## config.mk

```make
export PLATFORM = sky130hd
export DESIGN_NAME = pwm_note_sequencer
export DESIGN_NICKNAME = d
export VERILOG_FILES = /design/src/rtl/pwm_note_sequencer.sv
export SDC_FILE = /design/constraint.sdc
export NUM_CORES = 1
export LEC_CHECK = 0
export ABC_AREA = 1
export CELL_PAD_IN_SITES_DETAIL_PLACEMENT = 0
export CELL_PAD_IN_SITES_GLOBAL_PLACEMENT = 1
export CORE_ASPECT_RATIO = 1.1
export CORE_MARGIN = 2
export CORE_UTILIZATION = 47
export DETAILED_ROUTE_END_ITERATION = 10
export PLACE_DENSITY_LB_ADDON = 0.1
export SETUP_SLACK_MARGIN = 0.5
export SKIP_LAST_GASP = 1
export SLEW_MARGIN = 15
export SYNTH_ARGS = -nofsm -noshare
export SYNTH_HDL_FRONTEND = slang
export SYNTH_SLANG_ARGS = --single-unit
```

## constraint.sdc

```tcl
create_clock -name i_clk -period 3.2 [get_ports i_clk]
set_clock_uncertainty 0.1 [all_clocks]
set_input_delay 0.32 -clock i_clk [delete_from_list [all_inputs] [get_ports i_clk]]
set_output_delay 0.32 -clock i_clk [all_outputs]
set_load 0.005 [all_outputs]
```

## src/rtl/pwm_note_sequencer.sv

```systemverilog
// pwm_note_sequencer: steps through a table of {duration, period, duty} notes and drives the
// pwm block's {period, duty} configuration word, with a silent gap between notes.
module pwm_note_sequencer #(
    parameter int unsigned DEPTH     = 16,
    parameter int unsigned TICK_DIV  = 50000,
    parameter int unsigned GAP_TICKS = 1
) (
    input  logic                     i_clk,
    input  logic                     i_reset_n,
    input  logic                     i_wr_en,
    input  logic [$clog2(DEPTH)-1:0] i_wr_addr,
    input  logic [23:0]              i_wr_data,
    input  logic                     i_start,
    input  logic                     i_stop,
    input  logic                     i_loop_en,
    input  logic [$clog2(DEPTH):0]   i_length,
    output logic [15:0]              o_pwm_reg,
    output logic                     o_busy,
    output logic [$clog2(DEPTH)-1:0] o_note_idx,
    output logic                     o_done
);

    localparam int unsigned AW = $clog2(DEPTH);
    localparam int unsigned LW = AW + 1;
    localparam int unsigned PW = $clog2(TICK_DIV);
    localparam int unsigned GW = (GAP_TICKS > 0) ? $clog2(GAP_TICKS + 1) : 1;

    localparam logic [PW-1:0] PRESC_MAX = PW'(TICK_DIV - 1);
    localparam logic [GW-1:0] GAP_INIT  = GW'(GAP_TICKS);
    localparam logic [LW-1:0] LEN_MAX   = LW'(DEPTH);

    typedef enum logic [1:0] {
        StIdle,
        StPlay,
        StGap
    } state_e;

    // Registered state
    state_e          r_state;
    logic [23:0]     r_table [DEPTH];
    logic [15:0]     r_pwm_reg;
    logic            r_busy;
    logic [AW-1:0]   r_note_idx;
    logic            r_done;
    logic [LW-1:0]   r_len;
    logic [PW-1:0]   r_presc;
    logic [7:0]      r_dur_cnt;
    logic [GW-1:0]   r_gap_cnt;

    // Next-state values
    state_e          w_state_d;
    logic [15:0]     w_pwm_reg_d;
    logic            w_busy_d;
    logic [AW-1:0]   w_note_idx_d;
    logic            w_done_d;
    logic [LW-1:0]   w_len_d;
    logic [PW-1:0]   w_presc_d;
    logic [7:0]      w_dur_cnt_d;
    logic [GW-1:0]   w_gap_cnt_d;

    logic            w_tick;
    logic            w_advance;
    logic            w_load;
    logic [AW-1:0]   w_load_idx;
    logic [23:0]     w_entry;
    logic [LW-1:0]   w_next_idx_ext;

    assign w_tick         = (r_presc == PRESC_MAX);
    assign w_next_idx_ext = {1'b0, r_note_idx} + LW'(1);

    // Sequencing decisions, then a single shared note-load path used by start, advance and loop.
    always_comb begin
        w_state_d    = r_state;
        w_pwm_reg_d  = r_pwm_reg;
        w_busy_d     = r_busy;
        w_note_idx_d = r_note_idx;
        w_done_d     = 1'b0;
        w_len_d      = r_len;
        w_presc_d    = r_presc;
        w_dur_cnt_d  = r_dur_cnt;
        w_gap_cnt_d  = r_gap_cnt;
        w_advance    = 1'b0;
        w_load       = 1'b0;
        w_load_idx   = '0;
        w_entry      = '0;

        unique case (r_state)
            StIdle: begin
                if (i_start && !i_stop && (i_length != '0)) begin
                    w_len_d    = (i_length > LEN_MAX) ? LEN_MAX : i_length;
                    w_load     = 1'b1;
                    w_load_idx = '0;
                end
            end

            StPlay: begin
                if (i_stop) begin
                    w_state_d   = StIdle;
                    w_pwm_reg_d = '0;
                    w_busy_d    = 1'b0;
                    w_presc_d   = '0;
                end else if (w_tick) begin
                    w_presc_d = '0;
                    if (r_dur_cnt == 8'd1) begin
                        if (GAP_TICKS > 0) begin
                            w_state_d   = StGap;
                            w_pwm_reg_d = '0;
                            w_gap_cnt_d = GAP_INIT;
                        end else begin
                            w_advance = 1'b1;
                        end
                    end else begin
                        w_dur_cnt_d = r_dur_cnt - 8'd1;
                    end
                end else begin
                    w_presc_d = r_presc + 1'b1;
                end
            end

            StGap: begin
                if (i_stop) begin
                    w_state_d   = StIdle;
                    w_pwm_reg_d = '0;
                    w_busy_d    = 1'b0;
                    w_presc_d   = '0;
                end else if (w_tick) begin
                    w_presc_d = '0;
                    if (r_gap_cnt == GW'(1)) begin
                        w_advance = 1'b1;
                    end else begin
                        w_gap_cnt_d = r_gap_cnt - GW'(1);
                    end
                end else begin
                    w_presc_d = r_presc + 1'b1;
                end
            end

            default: begin
                w_state_d   = StIdle;
                w_pwm_reg_d = '0;
                w_busy_d    = 1'b0;
            end
        endcase

        if (w_advance) begin
            if (w_next_idx_ext < r_len) begin
                w_load     = 1'b1;
                w_load_idx = w_next_idx_ext[AW-1:0];
            end else if (i_loop_en) begin
                w_load     = 1'b1;
                w_load_idx = '0;
            end else begin
                // Natural end: note_idx keeps pointing at the last note played.
                w_state_d   = StIdle;
                w_pwm_reg_d = '0;
                w_busy_d    = 1'b0;
                w_done_d    = 1'b1;
            end
        end

        // Table is read before this edge's write lands, so a same-cycle write sees old data.
        w_entry = r_table[w_load_idx];
        if (w_load) begin
            w_state_d    = StPlay;
            w_busy_d     = 1'b1;
            w_note_idx_d = w_load_idx;
            w_pwm_reg_d  = w_entry[15:0];
            w_dur_cnt_d  = (w_entry[23:16] == 8'd0) ? 8'd1 : w_entry[23:16];
            w_presc_d    = '0;
        end
    end

    // Control state, counters and registered outputs.
    always_ff @(posedge i_clk or negedge i_reset_n) begin
        if (!i_reset_n) begin
            r_state    <= StIdle;
            r_pwm_reg  <= '0;
            r_busy     <= 1'b0;
            r_note_idx <= '0;
            r_done     <= 1'b0;
            r_len      <= '0;
            r_presc    <= '0;
            r_dur_cnt  <= '0;
            r_gap_cnt  <= '0;
        end else begin
            r_state    <= w_state_d;
            r_pwm_reg  <= w_pwm_reg_d;
            r_busy     <= w_busy_d;
            r_note_idx <= w_note_idx_d;
            r_done     <= w_done_d;
            r_len      <= w_len_d;
            r_presc    <= w_presc_d;
            r_dur_cnt  <= w_dur_cnt_d;
            r_gap_cnt  <= w_gap_cnt_d;
        end
    end

    // Note table: writable in any state, cleared to silence on reset.
    always_ff @(posedge i_clk or negedge i_reset_n) begin
        if (!i_reset_n) begin
            for (int unsigned i = 0; i < DEPTH; i++) begin
                r_table[i] <= '0;
            end
        end else if (i_wr_en) begin
            r_table[i_wr_addr] <= i_wr_data;
        end
    end

    assign o_pwm_reg  = r_pwm_reg;
    assign o_busy     = r_busy;
    assign o_note_idx = r_note_idx;
    assign o_done     = r_done;

endmodule

```

Word-level counts from Yosys, hierarchy flattened
Index checks and enable logic that the tools add are counted.

storage, ports and cells
  register bits after elaboration = 438
  input port bits = 39
  output and inout bits = 22
  logic and storage cells = 124

operators by class
  add/subtract/negate cells = 4
  order comparisons = 5
  equality and inequality tests = 11
  mux-type cells = 62
  bitwise operators = 2
  reductions and logical operators = 15

operators by type and width
  kind                     number
  $bwmux W384              1
  $mux W16                 12
  $bmux W24 S4             1
  $demux W24 S4            1
  $mux W24                 3
  $mux W8                  6
  $pmux W16 S3             1
  $mux W1                  23
  $add A16 B1 Y16 const B  1
  $eq A16 B16 Y1 const B   1
  $mux W2                  8
  $ne A2 B2 Y1 const B     6
  $ge A5 B5 Y1 const B     2
  $not A4 Y5               2
  $eq A8 B1 Y1 const B     1
  $logic_not A8 Y1         1
  $mux W4                  2
  $reduce_bool A2 Y1       4
  $sub A8 B1 Y8 const B    1
  $pmux W2 S3              1
  $reduce_and A6 Y1        1
  $add A4 B1 Y5 const B    1
  $gt A5 B5 Y1 const B     1
  $lt A5 B1 Y1 const B     1
  other kinds (14)         17

Depth between registers and ports, before layout
Gate-level depths: netlist (run 1).

  word-level depth = 12
  mapped depth = 23
  gate-level depth less buffers = 22

Worst setup path after synthesis (run 1)
No wires, ideal clock.

  kind = reg2reg
  start point = register r_note_idx[0], in the netlist o_note_idx[0]
  end point = register r_pwm_reg[10], in the netlist o_pwm_reg[10]
  data arrival time = 2741 ps
  required time = 3031 ps
  setup slack = 290 ps
  cell stages (with the launch flop) = 20
  buffers on the path = 2
  period minus slack after synthesis = 2910 ps
  cell sequence = dfrtp_1 > nand3_1 > xor2_1 > inv_1 > ha_1 > nand2_1 > inv_1 > nand2_1 > nand2_1 > nor2_2 > buf_4 > nor3_1 > nor2_1 > inv_1 > nor2_1 > inv_1 > nor2_1 > buf_2 > nand2_1 > nand3_1

between the ends
  cells in the longest elaborated chain, start to end = 9
  elaborated cells on any way between the ends = 13
  classes of those cells = add/sub: 1; order compare: 1; mux: 10; bitwise: 1

RTL lines
  element                                       RTL line  text
  start: declaration                            43        logic [AW-1:0] r_note_idx;
  start signal: assignment                      189       r_note_idx <= w_note_idx_d;
  $add A4 B1 Y5 *                               69        assign w_next_idx_ext = {1'b0, r_note_idx} + LW'(1);
  $lt A5 B5 Y1                                  146       if (w_next_idx_ext < r_len) begin
  $mux W4                                       146
  $mux W4                                       145       if (w_advance) begin
  $not A4 Y5 (not written as such)              162       w_entry = r_table[w_load_idx];
  $bmux W24 S4                                  162
  $mux W24 (not written as such) (2 in series)  162
  $mux W16 *                                    163       if (w_load) begin
  net w_pwm_reg_d[10]                           52        logic [15:0] w_pwm_reg_d;
  end signal: assignment                        187       r_pwm_reg <= w_pwm_reg_d;
  end: declaration                              41        logic [15:0] r_pwm_reg;

The timed path passes the listed nets; every way through them passes the cells marked *. The select of a mux whose other input is x is not followed.
A chain may end at the register's enable or synchronous reset.

Worst setup path in the final report (run 1)
  start point = register r_note_idx[1], in the netlist o_note_idx[1]
  end point = register r_pwm_reg[3], in the netlist o_pwm_reg[3]

The elaborated chain is that of the path after synthesis.

==> results of run 1 <==
per-stage QoR:
stage	power (mW)	instance area (µm²)	std cells	worst slack (ns)
2_1_floorplan	9.09	20400	2435	0.394
3_3_place_gp	10.2	22000	2962	0.0149
3_5_place_dp	10.3	22000	2962	-0.0138
4_1_cts	16.2	23900	3061	0.144
5_1_grt	17.1	24500	3078	-0.0947
6_report	16.2	24500	3078	0.0878
how the worst max path moves through the flow:
stage,start,endpoint,slack [ns],cells past startpoint
after floorplan,o_note_idx[0],r_presc[15],0.39,16
after global placement,o_note_idx[1],r_dur_cnt[0],0.01,21
after detailed placement,o_note_idx[1],r_dur_cnt[0],-0.01,22
after CTS,o_note_idx[1],o_pwm_reg[0],0.14,17
after global routing,o_note_idx[1],r_dur_cnt[0],-0.09,22
final,o_note_idx[1],o_pwm_reg[3],0.09,18
synth_stat cells (2+ instances only):
cell and instances:
a31oi_1 4, inv_2 3, nand4_1 39, nor3_1 14, o221ai_1 65, xnor2_1 3, nand2_2 2, inv_1 177
nor2_1 233, o22ai_1 18, nor2_2 5, a21oi_1 114, clkbuf_1 152, nand2_1 495, nand3_1 147, o2111ai_1 8
nor4_1 3, ha_1 12, xor2_1 7, nand3b_1 7, buf_2 29, dfrtp_1 438, clkinv_1 2, buf_4 3
buf_6 2, o31ai_1 17, buf_1 4, nand3_2 2, o21ai_0 395, or2_2 5, a211oi_1 3, a22o_1 15
metal layers:
metal / track usage / vias to the layer above
li1: - / 8234
met1: 0.386 / 8633
met2: 0.460 / 617
met3: 0.0341 / 127
met4: 0.0987 / 0
met5: 0 / -
area by class of cell:
| type | count | area, µm² | share of cell area |
|---|---|---|---|
| flip-flops and latches | 438 | 11000 | 0.448 |
| clock inverters | 19 | 295 | 0.0121 |
| repair inverters | 2 | 13.8 | 0.000563 |
| multi-input cells | 1624 | 8210 | 0.336 |
| repair buffers | 179 | 2170 | 0.0889 |
| inverters | 183 | 718 | 0.0294 |
| well taps | 567 | 709 | 0.0290 |
| clock buffers | 66 | 1370 | 0.0560 |
critical path: stages, from the launching register on:
cell and delay, ns:
dfrtp_2 0.45, ha_4 0.19, xor2_2 0.18, ha_1 0.31, nand2_1 0.08, nand2_2 0.05
nand2_2 0.06, nand2_2 0.06, nor2_4 0.19, buf_6 0.16, nand2_8 0.06, nor2_8 0.15
buf_12 0.17, buf_12 0.13, clkbuf_16 0.18, o221ai_1 0.12, a21oi_1 0.19, o21ai_1 0.10
nand3_1 0.10
logic make-up (layout without fill, tap and decap cells):
family,after synthesis,after routing,synth area share
buf+inv,373,449,0.0721
compound gates,646,646,0.180
flops,438,438,0.539
simple gates,956,956,0.197
xor+xnor,10,10,0.00431
fa+ha+maj,12,12,0.00739
timing repair:
item,CTS,global route
pin swaps,3,16
hold endpoints to repair,69,0
resized for setup,29,66
buffers inserted,10,8
hold buffers,1,0
gates cloned,3,9
endpoints found under the setup margin,39,46
report_power, final:
group	leakage [nW]	internal, mW	total (mW)	switching [mW]
Combinational	4.99	1.22	2.94	1.73
Clock	0.807	3.55	5.86	2.31
Sequential	5.49	6.72	7.44	0.712
Total	11.3	11.5	16.2	4.75
==> impl_metrics.py, run 1 <==
metrics = {
    "cts": {
        "numCtsBuffers": 47,
        "cts_htree_levels": 2,
        "cts.sinks": 438,
        "clock_path_buffers": 3,
        "clock_latency_ns": 0.60,
        "root_buffer": "clkbuf_16",
        "cts_tree": "built",
        "cts.clk_slew.worst_paths_ns": 0.06,
    },
    "synthesis": {
        "synth_warnings": 0,
        "syn_area_per_cell_um2": 8.34,
        "ys_types": 44,
        "synth_top_area_frac": 0.539,
        "synth_nets": 2486,
        "seq_area_frac_synth": 0.539,
        "synthFlopType": "dfrtp_1",
        "synth_edf_count": 0,
        "syn_area_um2": 20300,
        "synth.area.top_cells": "dfrtp_1, o21ai_0, nand2_1",
        "ys_ff_latch": 438,
        "synth_area_leader_cell": "dfrtp_1",
        "ys_async_sr_fraction": 1.00,
        "synth_cells": 2435,
    },
    "place": {
        "port-buffer-count": 60,
        "gp_congestion": 0.856,
        "dpl.hpwl_um": 37300,
    },
    "sta": {
        "maxSlewViolCount": 0,
        "final.min_clock_period_ns": 3.11,
        "setup_tns_ns": 0,
        "timing.final.crit_share": 0.973,
        "whs_ns": 0.236,
        "tightest_slew_ns": 0.733,
        "fmax_mhz": 321,
        "grt_setup_unrepaired": "true",
        "finalSetupViolCount": 0,
        "finalHoldViolations": 0,
        "relSlewSlack": 0.511,
    },
    "setup_path": {
        "r2r_cells": 18,
        "r2r-start": "o_note_idx[1]",
        "cp.arrival_ns": 3.54,
        "end_kind": "flop",
        "worstSetupPathType": "flop to flop",
        "r2r-end": "o_pwm_reg[3]",
        "cp.required_ns": 3.63,
        "worstSetupStartpointType": "flop",
        "critPathMaxFanout": 12,
        "r2r_setup_slack_ns": 0.09,
    },
    "min_path": {
        "min_path_type": "input port to asynchronous set/reset pin",
    },
    "global_routing": {
        "track_usage": 0.281,
        "antenna_found_initial": 0,
        "grt-ovfl-total": 0,
        "grt_max_degree": 81,
        "first_global_vias": 17000,
        "grt_pass1_wl_um": 98200,
    },
    "routing": {
        "avgRoutedWirePerCell_um": 21.0,
        "vias": 17600,
        "drc": 0,
        "wl_met3_um": 4100,
        "ant_nets": 0,
        "wl_um": 64600,
        "via_per_inst": 5.72,
        "drt-initial-drc-count": 1817,
        "route.met2.wl_um": 30500,
        "first_pass_iters": 5,
        "met1Wirelength_um": 27700,
        "route.top_layer_used": "met4",
    },
    "layout": {
        "diodes": 0,
        "area_growth_pct": 20.3,
        "largest_register_ffs": 384,
        "final_util": 0.575,
        "final_nets": 2526,
        "mostFrequentLayoutCells": "nand2_1, dfrtp_1, o21ai_0, nor2_1, inv_1",
        "layout-drive-gt1-share": 0.116,
        "mostFrequentLayoutCell": "nand2_1",
        "n_fill_cell": 3865,
    },
    "floorplan": {
        "start_util": 0.478,
        "core_area_um2": 42500,
        "die_h_um": 222,
        "dieArea_um2": 44900,
        "die_x_um": 202,
        "ios": 61,
        "rows": 79,
    },
    "pwr": {
        "p_leak_nw": 11.3,
        "p_per_area_nw_per_um2": 664,
        "peakVddDrop_mv": 0.420,
    },
    "status": {
        "outcome": "finished, final reports clean",
    },
    "flow_run": {
        "maxCapViolCount": 0,
    },
}
Power figures use the tool's default switching activity.
==> run 2: changes to the inputs <==
- ABC_AREA: 1 -> unset
- CAP_MARGIN: unset -> 30
- CORE_UTILIZATION: 47 -> 48
==> impl_metrics.py, run 2 <==
metrics = {
    "status": {
        "outcome": "finished, violations left",
        "violations": "negative setup slack",
    },
    "synthesis": {
        "synthTopCellsByCount": "dfrtp_1, mux2_2, nand2_1, clkbuf_1, mux2i_1",
        "synth.area.top_cells": "dfrtp_1, mux2_2, mux2i_1",
        "synthAdderAreaFrac": 0.00726,
        "synth_mux_area_frac": 0.289,
        "synth_top_family_by_area": "multiplexers",
        "synth_compound_area_frac": 0.0651,
        "ys_ff_latch": 438,
        "ys_async_sr_fraction": 1.00,
        "synth_top_area_frac": 0.530,
        "synth-simple-area-share": 0.0727,
        "synth_nets": 1628,
        "synth-xor-area-share": 0.00508,
        "synth_warnings": 0,
        "synthMostInstantiatedCell": "dfrtp_1",
        "syn_area_per_cell_um2": 13.1,
        "seq_area_frac_synth": 0.530,
        "syn_area_um2": 20700,
        "ys_types": 74,
        "synth_edf_count": 0,
        "synth_cells": 1577,
        "synthFlopType": "dfrtp_1",
        "synth_area_leader_cell": "dfrtp_1",
    },
    "layout": {
        "n_fill_cell": 3361,
        "diodes": 0,
        "register_area_um2": 11000,
        "layout-drive-gt1-share": 0.469,
        "mostFrequentLayoutCell": "dfrtp_1",
        "multi_input_area_um2": 9720,
        "instances_no_fill": 2385,
        "largest_register_ffs": 384,
        "area_growth_pct": 25.3,
        "mostFrequentLayoutCells": "dfrtp_1, mux2_2, buf_4, nand2_1, mux2i_1",
        "final_nets": 1838,
    },
    "sta": {
        "tightest_slew_ns": 0.693,
        "grt_setup_unrepaired": "true",
        "maxSlewViolCount": 0,
        "finalSetupViolCount": 22,
        "worst_slack_ns": -0.361,
        "final.min_clock_period_ns": 3.56,
        "fmax_mhz": 281,
        "relSlewSlack": 0.536,
        "finalHoldViolations": 0,
        "timing.final.crit_share": 1.11,
    },
    "global_routing": {
        "antenna_found_initial": 2,
        "use_met1": 0.360,
        "grt_pass1_wl_um": 90300,
        "grt_max_degree": 83,
        "track_usage": 0.266,
        "first_global_vias": 14500,
        "grtUsageMet2": 0.445,
        "grt_busiest_layer": "met2",
        "grt-ovfl-total": 0,
        "grt_use_met3": 0.0310,
    },
    "cts": {
        "cts_htree_levels": 2,
        "root_buffer": "clkbuf_16",
        "clock_path_buffers": 3,
        "cts.sinks": 438,
        "cts.clk_slew.worst_paths_ns": 0.06,
        "cts_tree": "built",
        "numCtsBuffers": 47,
        "clock_latency_ns": 0.58,
    },
    "pwr": {
        "power_mw": 16.5,
        "p_per_area_nw_per_um2": 638,
        "p_leak_nw": 11.0,
        "intPower_mw": 12.1,
        "combPwrFrac": 0.212,
        "peakVddDrop_mv": 0.416,
        "switching_share": 0.268,
        "clockPowerShare": 0.331,
        "seqPwrFrac": 0.457,
        "p_sw_mw": 4.44,
    },
    "floorplan": {
        "ios": 61,
        "die_x_um": 202,
        "die_h_um": 222,
        "start_util": 0.488,
        "core_area_um2": 42400,
        "dieArea_um2": 44800,
        "rows": 79,
    },
    "setup_path": {
        "cp.required_ns": 3.55,
        "worstSetupStartpointType": "flop",
        "worstSetupPathType": "flop to flop",
        "end_kind": "flop",
        "critPathMaxFanout": 5,
        "cp.arrival_ns": 3.91,
    },
    "place": {
        "gp_congestion": 0.855,
        "dp_cells": 2251,
        "port-buffer-count": 60,
        "dpl.hpwl_um": 36200,
    },
    "routing": {
        "drt-initial-drc-count": 718,
        "vias": 14100,
        "ant_nets": 0,
        "via_per_inst": 5.90,
        "drc": 0,
        "wl_um": 59300,
        "avgRoutedWirePerCell_um": 24.9,
        "first_pass_iters": 5,
    },
    "flow_run": {
        "maxCapViolCount": 0,
    },
    "min_path": {
        "min_path_type": "input port to flop",
    },
}
run 2: changes by cell type after synthesis, sizes merged, moves of 57 or more:
cell / change
a21oi: -87
clkbuf: -57
inv: -164
mux2: +393
mux2i: +64
nand2: -395
nand3: -122
nor2: -202
o21ai: -337
o221ai: -61
run 2: what timing repair did:
item                                    in CTS  in global routing
cloned                                       0                  5
hold endpoints to repair                    69                  0
pin swaps                                   14                 39
setup buffers                               18                 30
resized for setup                           35                150
hold buffers                                 1                  0
endpoints found under the setup margin      47                 47
run 2: cell families (layout without fill, tap and decap cells):
group | Yosys count | after routing
xor+xnor | 12 | 12
mux | 495 | 495
fa+ha+maj | 12 | 12
simple gates | 286 | 286
buf+inv | 137 | 378
flops | 438 | 438
compound gates | 197 | 197
run 2: metrics by stage:
stage | utilization | cell area, µm² | setup TNS [ns] | hold WS, ns | setup WS (ns)
floorplan | - | 20800 | -1.67 | -0.0756 | -0.257
global placement | 0.548 | 23200 | -5.99 | 0.281 | -0.346
detailed placement | 0.548 | 23200 | -7.27 | 0.282 | -0.409
CTS | 0.591 | 25100 | -5.22 | 0.204 | -0.303
global route | 0.611 | 25900 | -8.01 | 0.228 | -0.437
finish | 0.611 | 25900 | -5.86 | 0.218 | -0.361
run 2: final cells by class:
cell class | instances | share of cell area
Timing Repair Buffer | 281 | 0.113
Sequential cell | 438 | 0.423
Tap cell | 567 | 0.0274
Clock buffer | 71 | 0.0539
Inverter | 17 | 0.00246
Multi-Input combinational cell | 1002 | 0.375
Clock inverter | 9 | 0.00521
run 2: metal layers:
layer  vias up  share of wire
met4         2          0.035
met3       126          0.040
li1       6220              -
met1      7412           0.43
met2       311           0.49
met5         -        0.00024
run 2: worst max-delay path, cell delays in order (launching register included):
cell      delay, ns
dfrtp_2        0.44
ha_4           0.20
xnor2_4        0.18
inv_2          0.07
ha_4           0.22
a211oi_4       0.27
o221ai_4       0.15
buf_6          0.15
nor4_4         0.22
buf_6          0.20
buf_12         0.13
buf_4          0.13
buf_12         0.12
mux4_2         0.49
and2_4         0.15
a211oi_2       0.12
o21ai_1        0.09
run 2: worst paths after layout:
| path | start | to | slack, ns | cells past startpoint |
|---|---|---|---|---|
| setup / recovery | o_note_idx[0] | o_pwm_reg[1] | -0.36 | 16 |
| hold / removal | i_length[1] | r_len[1] | 0.22 | 3 |
| setup reg to reg | o_note_idx[0] | o_pwm_reg[1] | -0.36 | 16 |
| hold reg to reg | r_len[0] | r_len[0] | 0.37 | 2 |
| max in group asynchronous | i_reset_n | r_table[269] | 1.79 | 3 |
| min in group asynchronous | i_reset_n | r_presc[3] | 0.25 | 2 |
run 2: power groups by stage:
stage	clock [mW]	sequential, mW	combinational, mW
CTS	5.58	7.55	3.22
global placement	0	7.59	3.03
global route	5.81	7.73	3.81
detailed placement	0	7.64	3.12
floorplan	0	7.38	2.06
finish	5.47	7.57	3.51
